===== config.mk =====
export PLATFORM = sky130hd
export DESIGN_NAME = fetch_unit
export DESIGN_NICKNAME = d
export VERILOG_FILES = /design/src/rtl/fetch_unit.sv
export SDC_FILE = /design/constraint.sdc
export NUM_CORES = 1
export LEC_CHECK = 0
export ABC_CLOCK_PERIOD_IN_PS = 5600
export CAP_MARGIN = 20
export CELL_PAD_IN_SITES_DETAIL_PLACEMENT = 0
export CELL_PAD_IN_SITES_GLOBAL_PLACEMENT = 1
export CORE_ASPECT_RATIO = 0.8
export CORE_MARGIN = 2
export CORE_UTILIZATION = 53
export DETAILED_ROUTE_END_ITERATION = 8
export DONT_BUFFER_PORTS = 1
export GPL_TIMING_DRIVEN = 1
export PLACE_DENSITY = 0.94
export SLEW_MARGIN = 20
export SYNTH_ARGS = -nofsm -noshare
export SYNTH_HDL_FRONTEND = slang
export SYNTH_SLANG_ARGS = --single-unit

===== constraint.sdc =====
create_clock -name clk -period 5.6 [get_ports clk]
set_input_delay 1.12 -clock clk [delete_from_list [all_inputs] [get_ports clk]]
set_output_delay 1.12 -clock clk [all_outputs]
set_load 0.03 [all_outputs]

===== src/rtl/fetch_unit.sv =====
// Instruction-fetch stage: owns PCF, drives a single-outstanding imem port
// and loads the Fetch/Decode pipeline register.
module fetch_unit #(
  parameter int                    DATA_WIDTH = 32,
  parameter logic [DATA_WIDTH-1:0] RESET_PC   = '0
) (
  input  logic                  clk,
  input  logic                  rst_n,
  input  logic                  StallF,
  input  logic                  StallD,
  input  logic                  FlushD,
  input  logic                  BranchTakenE,
  input  logic [DATA_WIDTH-1:0] ALUResultE,
  input  logic                  PCSrcW,
  input  logic [DATA_WIDTH-1:0] ResultW,
  output logic                  imem_req,
  output logic [DATA_WIDTH-1:0] imem_addr,
  input  logic                  imem_ready,
  input  logic [DATA_WIDTH-1:0] imem_rdata,
  output logic [DATA_WIDTH-1:0] PCF,
  output logic [DATA_WIDTH-1:0] InstrD,
  output logic [DATA_WIDTH-1:0] PCPlus8D,
  output logic                  ValidD,
  output logic                  MemStallF
);

  typedef enum logic [1:0] {S_FETCH, S_KILL, S_HELD} state_t;

  state_t                r_state;
  logic [DATA_WIDTH-1:0] r_pcf;
  logic [DATA_WIDTH-1:0] r_redir_pc;
  logic [DATA_WIDTH-1:0] r_skid_instr;
  logic [DATA_WIDTH-1:0] r_skid_pc;
  logic [DATA_WIDTH-1:0] r_instr_d;
  logic [DATA_WIDTH-1:0] r_pcplus8_d;
  logic                  r_valid_d;

  logic                  w_stall;
  logic                  w_redirect;
  logic [DATA_WIDTH-1:0] w_target;
  logic [DATA_WIDTH-1:0] w_pc_plus4;
  logic                  w_deliver_fetch;
  logic                  w_deliver_held;
  logic                  w_deliver;
  logic [DATA_WIDTH-1:0] w_deliver_instr;
  logic [DATA_WIDTH-1:0] w_deliver_pc;

  assign w_stall    = StallF | StallD;
  assign w_redirect = BranchTakenE | PCSrcW;
  assign w_target   = BranchTakenE ? ALUResultE : ResultW;
  assign w_pc_plus4 = r_pcf + DATA_WIDTH'(4);

  assign w_deliver_fetch = (r_state == S_FETCH) & imem_ready & ~w_redirect & ~w_stall;
  assign w_deliver_held  = (r_state == S_HELD) & ~w_redirect & ~w_stall;
  assign w_deliver       = w_deliver_fetch | w_deliver_held;
  assign w_deliver_instr = w_deliver_held ? r_skid_instr : imem_rdata;
  assign w_deliver_pc    = w_deliver_held ? r_skid_pc    : r_pcf;

  // Gated by rst_n so a request in flight is dropped the moment reset asserts.
  assign imem_req  = rst_n & (r_state != S_HELD);
  assign imem_addr = r_pcf;
  assign MemStallF = rst_n & (((r_state == S_FETCH) & ~imem_ready) | (r_state == S_KILL));

  assign PCF      = r_pcf;
  assign InstrD   = r_instr_d;
  assign PCPlus8D = r_pcplus8_d;
  assign ValidD   = r_valid_d;

  always_ff @(posedge clk or negedge rst_n) begin
    if (!rst_n) begin
      r_state      <= S_FETCH;
      r_pcf        <= RESET_PC;
      r_redir_pc   <= '0;
      r_skid_instr <= '0;
      r_skid_pc    <= '0;
    end else begin
      case (r_state)
        S_FETCH: begin
          if (imem_ready) begin
            if (w_redirect) begin
              r_pcf <= w_target;
            end else if (!w_stall) begin
              r_pcf <= w_pc_plus4;
            end else begin
              r_skid_instr <= imem_rdata;
              r_skid_pc    <= r_pcf;
              r_pcf        <= w_pc_plus4;
              r_state      <= S_HELD;
            end
          end else if (w_redirect) begin
            // Address must stay put until the pending response arrives.
            r_redir_pc <= w_target;
            r_state    <= S_KILL;
          end
        end
        S_KILL: begin
          if (imem_ready) begin
            r_pcf   <= w_redirect ? w_target : r_redir_pc;
            r_state <= S_FETCH;
          end else if (w_redirect) begin
            r_redir_pc <= w_target;
          end
        end
        S_HELD: begin
          if (w_redirect) begin
            r_pcf   <= w_target;
            r_state <= S_FETCH;
          end else if (!w_stall) begin
            r_state <= S_FETCH;
          end
        end
        default: r_state <= S_FETCH;
      endcase
    end
  end

  always_ff @(posedge clk or negedge rst_n) begin
    if (!rst_n) begin
      r_instr_d   <= '0;
      r_pcplus8_d <= '0;
      r_valid_d   <= 1'b0;
    end else if (FlushD) begin
      r_instr_d   <= '0;
      r_pcplus8_d <= '0;
      r_valid_d   <= 1'b0;
    end else if (StallD) begin
      r_instr_d   <= r_instr_d;
      r_pcplus8_d <= r_pcplus8_d;
      r_valid_d   <= r_valid_d;
    end else if (w_deliver) begin
      r_instr_d   <= w_deliver_instr;
      r_pcplus8_d <= w_deliver_pc + DATA_WIDTH'(8);
      r_valid_d   <= 1'b1;
    end else begin
      r_instr_d   <= '0;
      r_pcplus8_d <= '0;
      r_valid_d   <= 1'b0;
    end
  end

endmodule


# After elaboration in Yosys (flattened, before gate mapping)
# Index checks and enable logic that the tools add are counted.
classes:
  mux: 26
  bitwise: 15
  eq_ne: 11
  n_addsub: 2
  reduce_logical: 7
op_table:
  columns: ["op", "n"]
  rows:
  - ["two-way mux 32 bit", 14]
  - ["one-hot mux 32 bit (3 select lines)", 1]
  - ["adder 32 x 3 -> 32 bit, second input constant", 1]
  - ["adder 32 x 4 -> 32 bit, second input constant", 1]
  - ["two-way mux 2 bit", 7]
  - ["inequality test 3 bit, second input constant", 4]
  - ["AND 1 bit", 8]
  - ["inequality test 2 bit, second input constant", 4]
  - ["AND reduction 4 bit", 2]
  - ["one-hot mux 2 bit (3 select lines)", 1]
  - ["AND reduction 5 bit", 1]
  - ["OR 1 bit", 4]
  - ["two-way mux 1 bit", 3]
  - ["inverter 1 bit", 3]
  - ["nonzero test 3 bit", 1]
  - ["== test 2 x 1 -> 1 bit, second input constant", 1]
  - ["== test 2 bit, second input constant", 1]
  - ["logical NOT 2 bit", 1]
  - ["inequality test 2 x 1 -> 1 bit, second input constant", 1]
  - ["AND reduction 2 bit", 1]
  - ["OR reduction 2 bit", 1]
totals:
  reg_bits: 195
  elab_cells: 69

# Depth between registers and ports, before layout
depth:
  word_depth: 9
  mapped_depth: 18
  ltp_nobuf: 13

# Worst setup path before layout
# OpenSTA, ideal clock, no wires.
synth_path:
  path_kind: "input-to-reg"
  from: "input port PCSrcW"
  to: "register r_pcplus8_d[31], in the netlist PCPlus8D[31]"
  arrival_ps: 3703
  path_buffers: 5
  required_ps: 5469
  path_slack_ps: 1766
  stages: 16
  setup_ps: 131
  path_cell_list: "buf_6 > or4_4 > nor2_4 > buf_6 > buf_8 > buf_6 > nand2_1 > nand2_1 > ha_1 > nand3_1 > nor3_2 > a41oi_2 > buf_6 > nor4_1 > xor2_1 > o21ai_1"
synth_via:
  elab_chain_len: 9
  elab_cells_between_ends: 12
  classes_between: "add/sub (1); mux (4); bitwise (7)"
synth_rtl:
  columns: ["element", "line", "rtl"]
  rows:
  - ["start: declaration", "14", "input logic PCSrcW,"]
  - ["OR 1 bit *", "49", "assign w_redirect = BranchTakenE | PCSrcW;"]
  - ["inverter 1 bit (no source line) *", null, null]
  - ["AND 1 bit (2 in a row)", "54", "assign w_deliver_held = (r_state == S_HELD) & ~w_redirect & ~w_stall;"]
  - ["two-way mux 32 bit", "57", "assign w_deliver_pc = w_deliver_held ? r_skid_pc : r_pcf;"]
  - ["adder 32 x 4 -> 32 bit", "132", "r_pcplus8_d <= w_deliver_pc + DATA_WIDTH'(8);"]
  - ["two-way mux 32 bit *", "130", "end else if (w_deliver) begin"]
  - ["two-way mux 32 bit *", "126", "end else if (StallD) begin"]
  - ["two-way mux 32 bit *", "122", "end else if (FlushD) begin"]
  - ["end signal: assignment", "128", "r_pcplus8_d <= r_pcplus8_d;"]
  - ["end signal: assignment", "132", null]
  - ["end: declaration", "35", "logic [DATA_WIDTH-1:0] r_pcplus8_d;"]
# Mark *: on every way between the ends. The rest lies on a longest branch, timed or not. The select of a mux whose other input is x is not followed.
# A chain may end at the register's enable or synchronous reset.

# Worst setup path in the final report
layout_path:
  from: "register r_state[0]"
  to: "register r_pcplus8_d[29], in the netlist PCPlus8D[29]"
layout_via:
  elab_chain_len: 8
  elab_cells_between_ends: 13
  classes_between: "add/sub (1); eq/ne (1); mux (4); bitwise (6); reduce/logical (1)"
layout_rtl:
  columns: ["element", "line", "rtl"]
  rows:
  - ["start: declaration", "29", "state_t r_state;"]
  - ["start signal: assignment", "71", "r_state <= S_FETCH;"]
  - ["start signal: assignment", "88", "r_state <= S_HELD;"]
  - ["start signal: assignment", "93", "r_state <= S_KILL;"]
  - ["== test 2 bit / logical NOT 2 bit (equally long branches)", "54, 53", null]
  - ["AND 1 bit (on tied branches) (2 in a row)", "54, 53", null]
  - ["two-way mux 32 bit / AND 1 bit (equally long branches)", "57, 53", null]
  - ["adder 32 x 4 -> 32 bit / OR 1 bit (equally long branches)", "132, 55", null]
  - ["two-way mux 32 bit *", "130", null]
  - ["two-way mux 32 bit *", "126", null]
  - ["two-way mux 32 bit *", "122", null]
# Marks and branches as above.

==> metrics <==
grt ovf 0; share of total power in sequential cells 0.478; crit path buf inv count 4; Seq/Total Area, Yosys 0.443; synthesis-stage register bit count 195; Pint 3.27 mW; Final setup viols 0; worst-case vdd ir drop 496 µV; net count after synthesis roughly 1300; Yosys Warn Count 0; Max Cap Viol 0; Sw Pwr 2.84 mW; setup bufs post-CTS 0; root buffer cell clkbuf_16; drt initial violations just over 900; fin nets approximately 1200; via count 8655; Arr. time, crit path around 3.8 ns; vias in the first global route between 8000 and 9000; Post-synth ARST share 1.00; top_reg_cell synth dfrtp_1; RSZ-0062 raised after global routing no; Pleak between 4 and 5 nW; status finished, final reports clean; Worst R2R Start r_state[0]$_DFFE_PN0P_; slowest CP cell buf_4; HP Class in2async; Final min period 3.46 ns; worst-margin pin slew 0.993 ns; relative slew slack 0.336; drt total wl ~30 mm; placed cell area between 10000 and 15000 µm²; Hold WS between 0.3 and 0.4 ns; clock sink count slightly below 200; commonest cells after routing, fill and taps aside dfrtp_1, nand2_1, o21ai_0, mux2i_1, mux2_2; Post-synth EDFFs 0; Core Area roughly 21000 µm²; library cells used by synthesis 72; PortBufs 0; Hold Fails Final Rpt 0; fillers about 1800; Clock Tree Buf Depth 2; largest net degree at the start of global routing a little under 200; Mapped Cells between 1000 and 1500; critical path type reg2reg; Antenna Nets Post-Route 0; CP delay by family, top buffers and inverters; final worst path period share 0.618; PD cells 531 nW/µm²; Reg clk slew, reported paths 0.08 ns; Starting Density 0.536; Worst Setup SP r_state[0]$_DFFE_PN0P_; number of vias per cell 6.41; total track usage 0.278; layer with the highest usage met2; crit-path cells inv_1 -> ha_1 -> buf_4 -> clkinv_1 -> nor2_4 -> buf_4 -> a31oi_2 -> a2111oi_2 -> xor2_1 -> o21ai_1; post-cts repair resize count 0; HPWL after DPL slightly above 20 mm; Worst Setup Start Kind register; post-synthesis instance area approximately 11000 µm²; total negative slack 0 ns; hold buffer count at cts 0; total CTS buffers 17; initial antenna violation count 0; Skew-Pair Late Insertion Delay approximately 0.44 ns; CP dominant cell by count buf_4; H-Tree Depth 4; CTS tree built; Area growth syn-to-layout 4.64%; fin area 11500 µm²; WL/cell between 20 and 25 µm; Worst Skew between 0.01 and 0.015 ns; sw frac 0.465; IO Pins around 240; grt met2 use 0.425; global-route wire length before repair approximately 47 mm; DR pass1 iterations 6; Final Slew Violations 0; met3 Usage GRT 0.0875; Critical Path Max Stage Delay approximately 0.53 ns; DR DRC count 0; # diodes 0; Critical Path End Type register; Row Count 47; die height 133 µm; Placer Congestion between 0.8 and 0.9; Combinational Power Share 0.308; met1 Resource Use GR 0.381; Syn Area/Cell approximately 9.5 µm²; share of cells above drive strength 1 0.144; total die area approximately 22000 µm²; critical path peak fanout 46; most common cell after layout, fill and taps aside dfrtp_1; Die X 165 µm; critical path required time approximately 6 ns; fmax 289 MHz; Clk network pwr share 0.214
[through the flow]
stage               std cells  total power, mW  utilization  setup WS [ns]
finish                   1350             6.12        0.561           2.14
global route             1350             6.46        0.561           1.87
CTS                      1349             6.10        0.560           2.14
detailed placement       1317             4.78        0.528           1.83
global placement         1317             4.70        0.528           1.95
floorplan                1154             4.33            -           1.77
[sequential cells by signal, indices dropped and copies added, names as in the netlist]
register      flops
PCF              32
ValidD            1
PCPlus8D         32
r_skid_instr     32
r_skid_pc        32
r_redir_pc       32
r_state           2
InstrD           32
[synth_stat cells, types with 6 or more instances]
master	number	area [µm²]
buf_1	6	22.5
a22o_1	8	70.1
o211ai_1	6	45.0
xor2_1	17	149
nand4_1	20	125
buf_4	33	248
o21ai_0	136	681
a31oi_1	16	100
buf_2	19	95.1
nor2_1	51	191
a21oi_1	51	255
nor4_1	8	50.1
o221ai_1	6	52.6
dfrtp_1	195	4880
xnor2_1	17	149
and3_1	10	62.6
mux2_2	81	912
nand3_1	31	155
o21ai_1	10	50.1
ha_1	6	75.1
mux2i_1	87	871
nand2_1	163	612
nor3_1	12	60.1
inv_1	11	41.3
a211oi_1	7	52.6
clkbuf_1	57	214
[logic make-up (layout without fill, tap and decap cells)]
logic type / Yosys count / in the layout / synth area share
compound gates: 290 / 290 / 0.159
xor+xnor: 34 / 34 / 0.0271
fa+ha+maj: 6 / 6 / 0.00682
buf+inv: 133 / 60 / 0.0632
flops: 195 / 195 / 0.443
mux: 168 / 168 / 0.162
simple gates: 328 / 328 / 0.138
[power by group through the flow]
stage | Clock, mW | Combinational [mW] | Sequential [mW]
finish | 1.31 | 1.88 | 2.93
CTS | 1.34 | 1.85 | 2.91
floorplan | 0 | 1.89 | 2.44
detailed placement | 0 | 1.83 | 2.94
global route | 1.40 | 2.06 | 3.00
global placement | 0 | 1.79 | 2.91
[metal layers]
metal | up-vias | wire [µm]
met4 | 0 | 578
met3 | 49 | 3060
met5 | - | 0
met1 | 4287 | 12700
li1 | 3936 | -
met2 | 383 | 14000
[path summary, 6_finish.rpt]
path	endpoint	slack [ns]	depth (start not counted)
max	PCPlus8D[29]$_DFFE_PN0P_	2.14	10
min	r_redir_pc[16]$_DFFE_PN0P_	0.37	0
max reg2reg	PCPlus8D[29]$_DFFE_PN0P_	2.14	10
min reg2reg	r_redir_pc[16]$_DFFE_PN0P_	0.49	2
max in group asynchronous	InstrD[18]$_DFFE_PN0P_	4.82	0
min in group clk	r_redir_pc[16]$_DFFE_PN0P_	0.49	2
[area by class of cell]
cell class,count,area [µm²],area share
Clock inverter,15,223,0.0193
Inverter,12,45.0,0.00391
Timing Repair Buffer,16,133,0.0115
Multi-Input combinational cell,826,5470,0.475
Tap cell,269,337,0.0292
Clock buffer,17,425,0.0369
Sequential cell,195,4880,0.424
No activity file was read; power rests on OpenSTA's default activity.
